<file path="src/rtl/ccm_ctr_unpack.sv">
// ccm_ctr_unpack
//   Sits after the CCM counter-mode XOR stage. Each block arrives as a burst of
//   BLOCK_BYTES bytes, one per cycle, with no backpressure. Bytes beyond the
//   message length are padding and are thrown away. Payload bytes are queued
//   in a FIFO and handed to the consumer on a valid/ready byte stream. The
//   stream marks the final byte with out_last. msg_done pulses once the message
//   has been fully delivered.
//
// Optional feature:
//   CCM_UNPACK_OVF_EN  when defined, a write attempted into a full FIFO with no
//                      read in the same cycle sets the sticky overflow flag.
//                      When undefined, such a byte is dropped silently and
//                      overflow is tied to 0.
//
// Ports:
//   clk         clock
//   reset       synchronous, active-high reset
//   msg_start   pulse in IDLE: start a message and latch msg_length
//   msg_length  message length in bytes (0 .. 2^WIDTH-1)
//   in_data     byte from the counter stage (LSB byte of the block first)
//   in_en       in_data valid; BLOCK_BYTES consecutive cycles per block
//   space_ok    FIFO has room for at least one more full block
//   out_data    payload byte (0 when out_valid is low)
//   out_valid   out_data valid
//   out_ready   consumer accepts the byte when out_valid & out_ready
//   out_last    with out_valid: final payload byte of the message
//   msg_done    one-cycle pulse when the message completes
//   busy        a message is in progress (state != IDLE)
//   overflow    sticky FIFO overflow error (see CCM_UNPACK_OVF_EN)
module ccm_ctr_unpack #(
  parameter int WIDTH       = 8,
  parameter int DEPTH       = 32,
  parameter int BLOCK_BYTES = 16
) (
  input  logic             clk,
  input  logic             reset,
  input  logic             msg_start,
  input  logic [WIDTH-1:0] msg_length,
  input  logic [WIDTH-1:0] in_data,
  input  logic             in_en,
  output logic             space_ok,
  output logic [WIDTH-1:0] out_data,
  output logic             out_valid,
  input  logic             out_ready,
  output logic             out_last,
  output logic             msg_done,
  output logic             busy,
  output logic             overflow
);

  localparam int AW = $clog2(DEPTH);
  localparam int CW = $clog2(DEPTH + 1);
  localparam int BW = $clog2(BLOCK_BYTES);

  localparam logic [CW-1:0]    FULL_COUNT  = CW'(DEPTH);
  localparam logic [CW-1:0]    BLOCK_COUNT = CW'(BLOCK_BYTES);
  localparam logic [BW-1:0]    BLK_LAST    = BW'(BLOCK_BYTES - 1);
  localparam logic [WIDTH-1:0] ONE_BYTE    = WIDTH'(1);

  typedef enum logic [1:0] {
    ST_IDLE  = 2'd0,
    ST_RECV  = 2'd1,
    ST_DRAIN = 2'd2,
    ST_DONE  = 2'd3
  } state_t;

  state_t state_reg;
  state_t state_next;

  logic [WIDTH-1:0] remaining_reg;
  logic [BW-1:0]    blk_cnt_reg;
  logic             last_seen_reg;

  // FIFO storage: {last flag, data byte}
  logic [WIDTH:0]   mem [DEPTH];
  logic [AW-1:0]    wr_ptr_reg;
  logic [AW-1:0]    rd_ptr_reg;
  logic [CW-1:0]    count_reg;

  logic             in_take;
  logic             wr_req;
  logic             wr_fire;
  logic             rd_fire;
  logic             fifo_full;
  logic             blk_wrap;
  logic             last_acc;
  logic             wr_last;
  logic [WIDTH-1:0] remaining_after;
  logic [WIDTH:0]   head_word;

  // ---------------------------------------------------------------------------
  // Datapath decode
  // ---------------------------------------------------------------------------
  // Input bytes only count while receiving. Bytes that arrive in any other
  // state are ignored entirely.
  assign in_take   = (state_reg == ST_RECV) && in_en;
  // Payload byte: still inside the message length. Anything else is padding.
  assign wr_req    = in_take && (remaining_reg != '0);
  assign fifo_full = (count_reg == FULL_COUNT);
  assign rd_fire   = out_valid && out_ready;
  // A read in the same cycle frees an entry, so a full FIFO can still take
  // the write.
  assign wr_fire   = wr_req && (!fifo_full || rd_fire);
  assign wr_last   = (remaining_reg == ONE_BYTE);
  assign blk_wrap  = in_take && (blk_cnt_reg == BLK_LAST);
  assign last_acc  = rd_fire && out_last;

  // remaining decrements on every payload byte, even one dropped because the
  // FIFO was full, so the message framing stays aligned with the bursts.
  assign remaining_after = wr_req ? (remaining_reg - ONE_BYTE) : remaining_reg;

  // ---------------------------------------------------------------------------
  // FIFO output: the head entry is read combinationally, so a byte written at
  // one edge is presented during the very next cycle.
  // ---------------------------------------------------------------------------
  assign head_word = mem[rd_ptr_reg];
  assign out_valid = (count_reg != '0);
  assign out_data  = out_valid ? head_word[WIDTH-1:0] : '0;
  assign out_last  = out_valid && head_word[WIDTH];
  assign space_ok  = ((FULL_COUNT - count_reg) >= BLOCK_COUNT);

  // ---------------------------------------------------------------------------
  // FSM
  // ---------------------------------------------------------------------------
  always_ff @(posedge clk) begin
    if (reset) begin
      state_reg <= ST_IDLE;
    end else begin
      state_reg <= state_next;
    end
  end

  always_comb begin
    state_next = state_reg;
    busy       = (state_reg != ST_IDLE);
    msg_done   = 1'b0;
    case (state_reg)
      ST_IDLE: begin
        if (msg_start) begin
          state_next = (msg_length == '0) ? ST_DONE : ST_RECV;
        end
      end
      ST_RECV: begin
        // Stay until the payload is complete and the current burst has ended.
        // Short messages can have their last byte consumed while padding is
        // still arriving. In that case no drain phase is needed.
        if (blk_wrap && (remaining_after == '0)) begin
          state_next = (last_seen_reg || last_acc) ? ST_DONE : ST_DRAIN;
        end
      end
      ST_DRAIN: begin
        if (last_acc) begin
          state_next = ST_DONE;
        end
      end
      ST_DONE: begin
        msg_done   = 1'b1;
        state_next = ST_IDLE;
      end
      default: begin
        state_next = ST_IDLE;
      end
    endcase
  end

  // ---------------------------------------------------------------------------
  // Message counters
  // ---------------------------------------------------------------------------
  always_ff @(posedge clk) begin
    if (reset) begin
      remaining_reg <= '0;
      blk_cnt_reg   <= '0;
      last_seen_reg <= 1'b0;
    end else if ((state_reg == ST_IDLE) && msg_start) begin
      remaining_reg <= msg_length;
      blk_cnt_reg   <= '0;
      last_seen_reg <= 1'b0;
    end else begin
      remaining_reg <= remaining_after;
      if (in_take) begin
        blk_cnt_reg <= blk_wrap ? '0 : (blk_cnt_reg + BW'(1));
      end
      if (last_acc) begin
        last_seen_reg <= 1'b1;
      end
    end
  end

  // ---------------------------------------------------------------------------
  // FIFO pointers and occupancy
  // ---------------------------------------------------------------------------
  always_ff @(posedge clk) begin
    if (reset) begin
      wr_ptr_reg <= '0;
      rd_ptr_reg <= '0;
      count_reg  <= '0;
    end else begin
      if (wr_fire) begin
        wr_ptr_reg <= wr_ptr_reg + AW'(1);
      end
      if (rd_fire) begin
        rd_ptr_reg <= rd_ptr_reg + AW'(1);
      end
      case ({wr_fire, rd_fire})
        2'b10:   count_reg <= count_reg + CW'(1);
        2'b01:   count_reg <= count_reg - CW'(1);
        default: count_reg <= count_reg;
      endcase
    end
  end

  // Storage has no reset. Only occupied entries are ever presented.
  // A write into a full FIFO (allowed only alongside a read) targets the
  // slot being read this cycle, and the head has already been consumed.
  always_ff @(posedge clk) begin
    if (wr_fire) begin
      mem[wr_ptr_reg] <= {wr_last, in_data};
    end
  end

  // ---------------------------------------------------------------------------
  // Overflow reporting
  // ---------------------------------------------------------------------------
`ifdef CCM_UNPACK_OVF_EN
  logic overflow_reg;

  always_ff @(posedge clk) begin
    if (reset) begin
      overflow_reg <= 1'b0;
    end else if (wr_req && fifo_full && !rd_fire) begin
      overflow_reg <= 1'b1;
    end
  end

  assign overflow = overflow_reg;
`else
  assign overflow = 1'b0;
`endif

endmodule
</file>
<file path="config.mk">
export PLATFORM = sky130hd
export DESIGN_NAME = ccm_ctr_unpack
export DESIGN_NICKNAME = d
export VERILOG_FILES = /design/src/rtl/ccm_ctr_unpack.sv
export SDC_FILE = /design/constraint.sdc
export NUM_CORES = 1
export LEC_CHECK = 0
export CAP_MARGIN = 20
export CORE_MARGIN = 2
export CORE_UTILIZATION = 55
export CTS_CLUSTER_DIAMETER = 40
export CTS_CLUSTER_SIZE = 30
export DETAILED_ROUTE_END_ITERATION = 10
export PLACE_DENSITY_LB_ADDON = 0.3
export SLEW_MARGIN = 10
export SYNTH_ARGS = -nofsm -noshare
export SYNTH_HDL_FRONTEND = slang
export SYNTH_SLANG_ARGS = --single-unit
</file>
<file path="constraint.sdc">
create_clock -name clk -period 3 [get_ports clk]
set_input_delay 0.6 -clock clk [delete_from_list [all_inputs] [get_ports clk]]
set_output_delay 0.6 -clock clk [all_outputs]
set_load 0.02 [all_outputs]
</file>
Word level (Yosys, flattened, before mapping):

Memory sizes are Yosys's and may differ from the RTL's. A register that Yosys moved wholly into a read port is not among the register bits.
Cells that the tools add are included.

* equality and inequality tests: 11
* order comparisons: 1
* mux-type cells: 16
* reductions and logical operators: 21
* add/sub/neg operators: 7

Operator list (count)
* two-way mux 8 bit: 3
* zero test 8 bit: 2
* case mux 6 bit (2 select lines): 1
* adder 5 x 1 -> 5 bit (second input constant): 2
* two-way mux 5 bit: 2
* logical AND 1 bit: 9
* equality test 8 x 1 -> 1 bit (second input constant): 1
* two-way mux 2 bit: 4
* case mux 2 bit (4 select lines): 1
* nonzero test 8 bit: 1
* subtractor 8 x 1 -> 8 bit (second input constant): 1
* adder 6 x 1 -> 6 bit (second input constant): 1
* equality test 2 bit (second input constant): 3
* equality test 6 bit (second input constant): 1
* greater-or-equal comparator 6 x 5 -> 1 bit (second input constant): 1
* nonzero test 6 bit: 1
* subtractor 6 x 1 -> 6 bit (second input constant): 1
* subtractor 6 bit (first input constant): 1
* adder 4 x 1 -> 4 bit (second input constant): 1
* equality test 2 x 1 -> 1 bit (second input constant): 2
* equality test 4 bit (second input constant): 1
* two-way mux 1 bit: 4
* two-way mux 4 bit: 1
* != test 2 bit (second input constant): 2
* other kinds (7): 9

* bits in registers: 31
* RAM bits: 288
* logic and storage cells: 64
* memories: 1

Memories
* mem: words 32, width 9, read ports 1, clocked after memory_dff 1, wr ports 1, line 75 `logic [WIDTH:0] mem [DEPTH];`

Logic depth before layout (Yosys ltp):

* depth in word-level cells: 8
* mapped depth: 13
* depth with buffers taken out: 13

Least setup slack after synthesis:

Ideal clock, no wire load.

* kind: register to register
* start point: register count_reg[0]
* end point: register count_reg[5]
* data required time: 2.929 ns
* stages on the path, launching flop included: 14
* arrival: 3.155 ns
* period minus slack after synthesis: 3.226 ns
* buffers on the path: 0
* library setup time: 0.071 ns
* slack: -0.226 ns
* path through: dfxtp_1 -> or4_1 -> nor3_2 -> inv_2 -> nand2_1 -> nor2_1 -> ha_1 -> a21o_1 -> a21oi_1 -> o21bai_1 -> a21oi_1 -> nand3_1 -> o31a_1 -> a21oi_1

* word-level cells in the longest chain between the ends: 6

Ends and longest elaborated chain
* start: declaration: line 78 `logic [CW-1:0] count_reg;`
* start signal: assignment: line 205 `2'b10: count_reg <= count_reg + CW'(1);`
* start signal: assignment: line 206 `2'b01: count_reg <= count_reg - CW'(1);`
* start signal: assignment: line 207 `default: count_reg <= count_reg;`
* nonzero test 6 bit *: line 117 `assign out_valid = (count_reg != '0);`
* named net out_valid: line 43 `output logic out_valid,`
* logical AND 1 bit *: line 100 `assign rd_fire = out_valid && out_ready;`
* logical OR 1 bit: line 103 `assign wr_fire = wr_req && (!fifo_full || rd_fire);`
* logical AND 1 bit: line 103
* equality test 2 x 1 -> 1 bit / equality test 2 bit (equally long branches): line 204 `case ({wr_fire, rd_fire})`
* case mux 6 bit (2 select lines) / nonzero test 2 bit (equally long branches)

Mark *: on every way through the listed nets, which the timed path passes. The rest lies on a longest branch.
A chain may end at the register's enable or synchronous reset.

==> impl_metrics.tcl <==
set metrics [dict create \
    dp_hpwl_mm 18.05 \
    stdcell_area_um2 16040 \
    synthXorXnorAreaFrac_pct 1.127 \
    synth_area_um2 13210 \
    critPathMaxStageDelay_ns 0.55 \
    fin_cells 1197 \
    clk_path_buf_depth 3 \
    timing.fmax_mhz 298.2 \
    cts_tree "built" \
    routed_wl_mm 30.15 \
    core-area_um2 23540 \
    wl_per_cell_um 25.19 \
    dieArea_um2 25270 \
    grt_usage_pct 24.34 \
    cp_cell_sequence "buf_6 > buf_12 > mux4_2 > mux4_2 > mux2i_4 > nor2_1 > buf_4" \
    ys_seq_area_share_pct 70.94 \
    status "finished, violations left" \
    crit_type "reg -> out" \
    finalSetupTns_ns -2.476 \
    io_buffers 33 \
    clock_latency_ns 0.54 \
    setup_ws_ns -0.3535 \
    area_growth_pct 21.49 \
    critPathBufInv 3 \
    hold_buffers 0 \
    synth-edff-count 288 \
    vias_per_cell 6.085 \
    critPathLaunchType "register" \
    max-slew-margin-rel_pct 32.02 \
    grt_pass1_vias 7429 \
    die_w_um 159.0 \
    crit_arrival_ns 2.75 \
    place_ws_ns -0.2242 \
    synth_top_cell_area_share_pct 65.49 \
    drv_cap 0 \
    clock-sinks 324 \
    min_period_over_period_pct 111.8 \
    root_buffer "clkbuf_16" \
    numCtsBuffers 38 \
    synthArstFlopShare_pct 0 \
    globalRoute.totalOverflow 0 \
    antenna_found_initial 0 \
    largest_reg_flops 288 \
    critPathSlowestCell "mux4_2" \
    fillers 1495 \
    synthTopCellsByCount "288 x edfxtp_1, 84 x mux4_2, 76 x nor2_1, 36 x dfxtp_1, 29 x mux2i_1" \
    ir_worst_vdd_uv 779.9 \
    grt_max_degree 54 \
    power.density_nw_per_um2 768.8 \
    worst-path-max-fanout 5 \
    synth_top_family_by_area "multiplexers" \
    finalSetupViolations 9 \
    start_util_pct 56.10 \
    synth.most_common_cell "edfxtp_1" \
    cpMostUsedCell "mux4_2" \
    worst-slew-pin-transition_ns 1.019 \
    drive_above_1_share_pct 31.09 \
    synth_mux_area_share_pct 16.52 \
    fin_crit_ns 3.353 \
    synth.distinct_cells 60 \
    postPlaceCellArea_um2 14570 \
    hold_viol 0 \
    violations "setup timing" \
    synthAdderAreaFrac_pct 1.857 \
    route.detailed.drc 0 \
    multi_input_area_um2 3709 \
    die_height_um 159.0 \
    critPathRequiredTime_ns 2.40 \
    synth-seq-cells 324 \
    synth_simple_gate_area_share_pct 5.277 \
    htreeDepth 2 \
    endpoint_kind "primary output" \
    nets 888 \
    drtIter0Drc 939 \
    ant_nets 0 \
    clk_pin_slew_ns 0.07 \
    io_pins 35 \
    syn_inst 715 \
    syn_nets 755 \
    num_rows 56 \
    holdWs_ns 0.4726 \
    num_antenna_cells 0 \
    post-route-util_pct 68.15 \
    p_leak_nw 5.260 \
    gp_congestion 0.8413 \
    placedCellCount 1117 \
    synth_area_leader_cell "edfxtp_1" \
    final-max-slew-violation-count 0 \
    seqCellArea_um2 9376 \
    dominantRegCellSynth "edfxtp_1" \
    synth_compound_area_share_pct 2.586 \
    vias 7284 \
    syn_area_per_cell_um2 18.47 \
    clock-skew-final_ns 0.02822 \
    synth-warning-count 0 \
    first_pass_iters 6 \
    hp-class "reg -> reg" \
    synth_area_leaders "edfxtp_1 65%, mux4_2 14%, dfxtp_1 5.5%" \
    grt_pass1_wl_mm 45.61 \
    rsz0062_at_grt "true" \
    totalPowerFinal_mw 12.33 \
    path_delay_family "multiplexers" \
]
power breakdown:
group / switching [mW] / leakage (nW) / internal [mW]
Sequential: 0.117 / 2.89 / 5.04
Combinational: 1.42 / 1.77 / 1.26
Clock: 1.88 / 0.602 / 2.62
Total: 3.41 / 5.26 / 8.93
layout by cell type (no fill, tap or decap), drive strengths merged, types with 4 or more instances in the layout:
cell,netlist,routed
nor3,6,6
mux4,84,84
nor2b,4,4
nor2,77,77
clkbuf,18,43
nand2,22,22
xnor2,9,9
edfxtp,288,288
or3,4,4
inv,15,23
buf,14,101
nand3,7,7
a211oi,6,6
a21oi,17,17
clkdlybuf4s50,0,24
ha,18,18
mux2i,29,29
clkinv,0,13
dfxtp,36,36
nand4,5,5
clkinvlp,0,5
xor2,8,8
o21ai,4,4
layout make-up:
cell class | count | area share [%]
sequential | 324 | 58.44
multi-input combinational | 344 | 23.11
clock inverter | 27 | 1.326
tap | 319 | 2.488
inverter | 15 | 0.3509
clock buffer | 43 | 6.442
timing repair buffer | 125 | 7.838
worst paths after layout:
kind	start	endpoint	slack, ns	cells after the start
max	register	out_data[3]	-0.35	7
min	last_seen_reg	last_seen_reg	0.47	2
min reg2reg	last_seen_reg	last_seen_reg	0.47	2
max reg2reg	count_reg[1]	count_reg[5]	0.15	13
kinds of logic after synthesis:
family,Yosys count
and+or+nand+nor,146
adders and majority gates,19
buffers and inverters,47
other,1
xor gates and xnor gates,17
AOI/OAI and AO/OA,48
muxes,113
DFF,324
repair_timing:
action                                  4_1_cts  5_1_grt
pin swaps                                     3        4
gates resized for setup                      61        7
gates cloned                                  3        0
setup buffers                                 6        1
endpoints found under the setup margin       10       10
routing by layer:
layer	track usage, %	vias up	share of wire, %
li1	-	3144	-
met1	33.50	3709	39
met2	39.48	372	49
met3	5.548	59	9.1
met4	7.521	0	2.5
met5	0	-	0
worst reg2reg max path, delay by kind of cell (launching register included):
kind / cells / cell delay (ns)
AO/OA/AOI/OAI: 6 / 0.98
buffers and inverters: 1 / 0.07
AND/OR/NAND/NOR: 5 / 1.11
flip-flops: 1 / 0.35
adder cells (fa/ha/maj): 1 / 0.27
(Power assumes the default switching activity.)
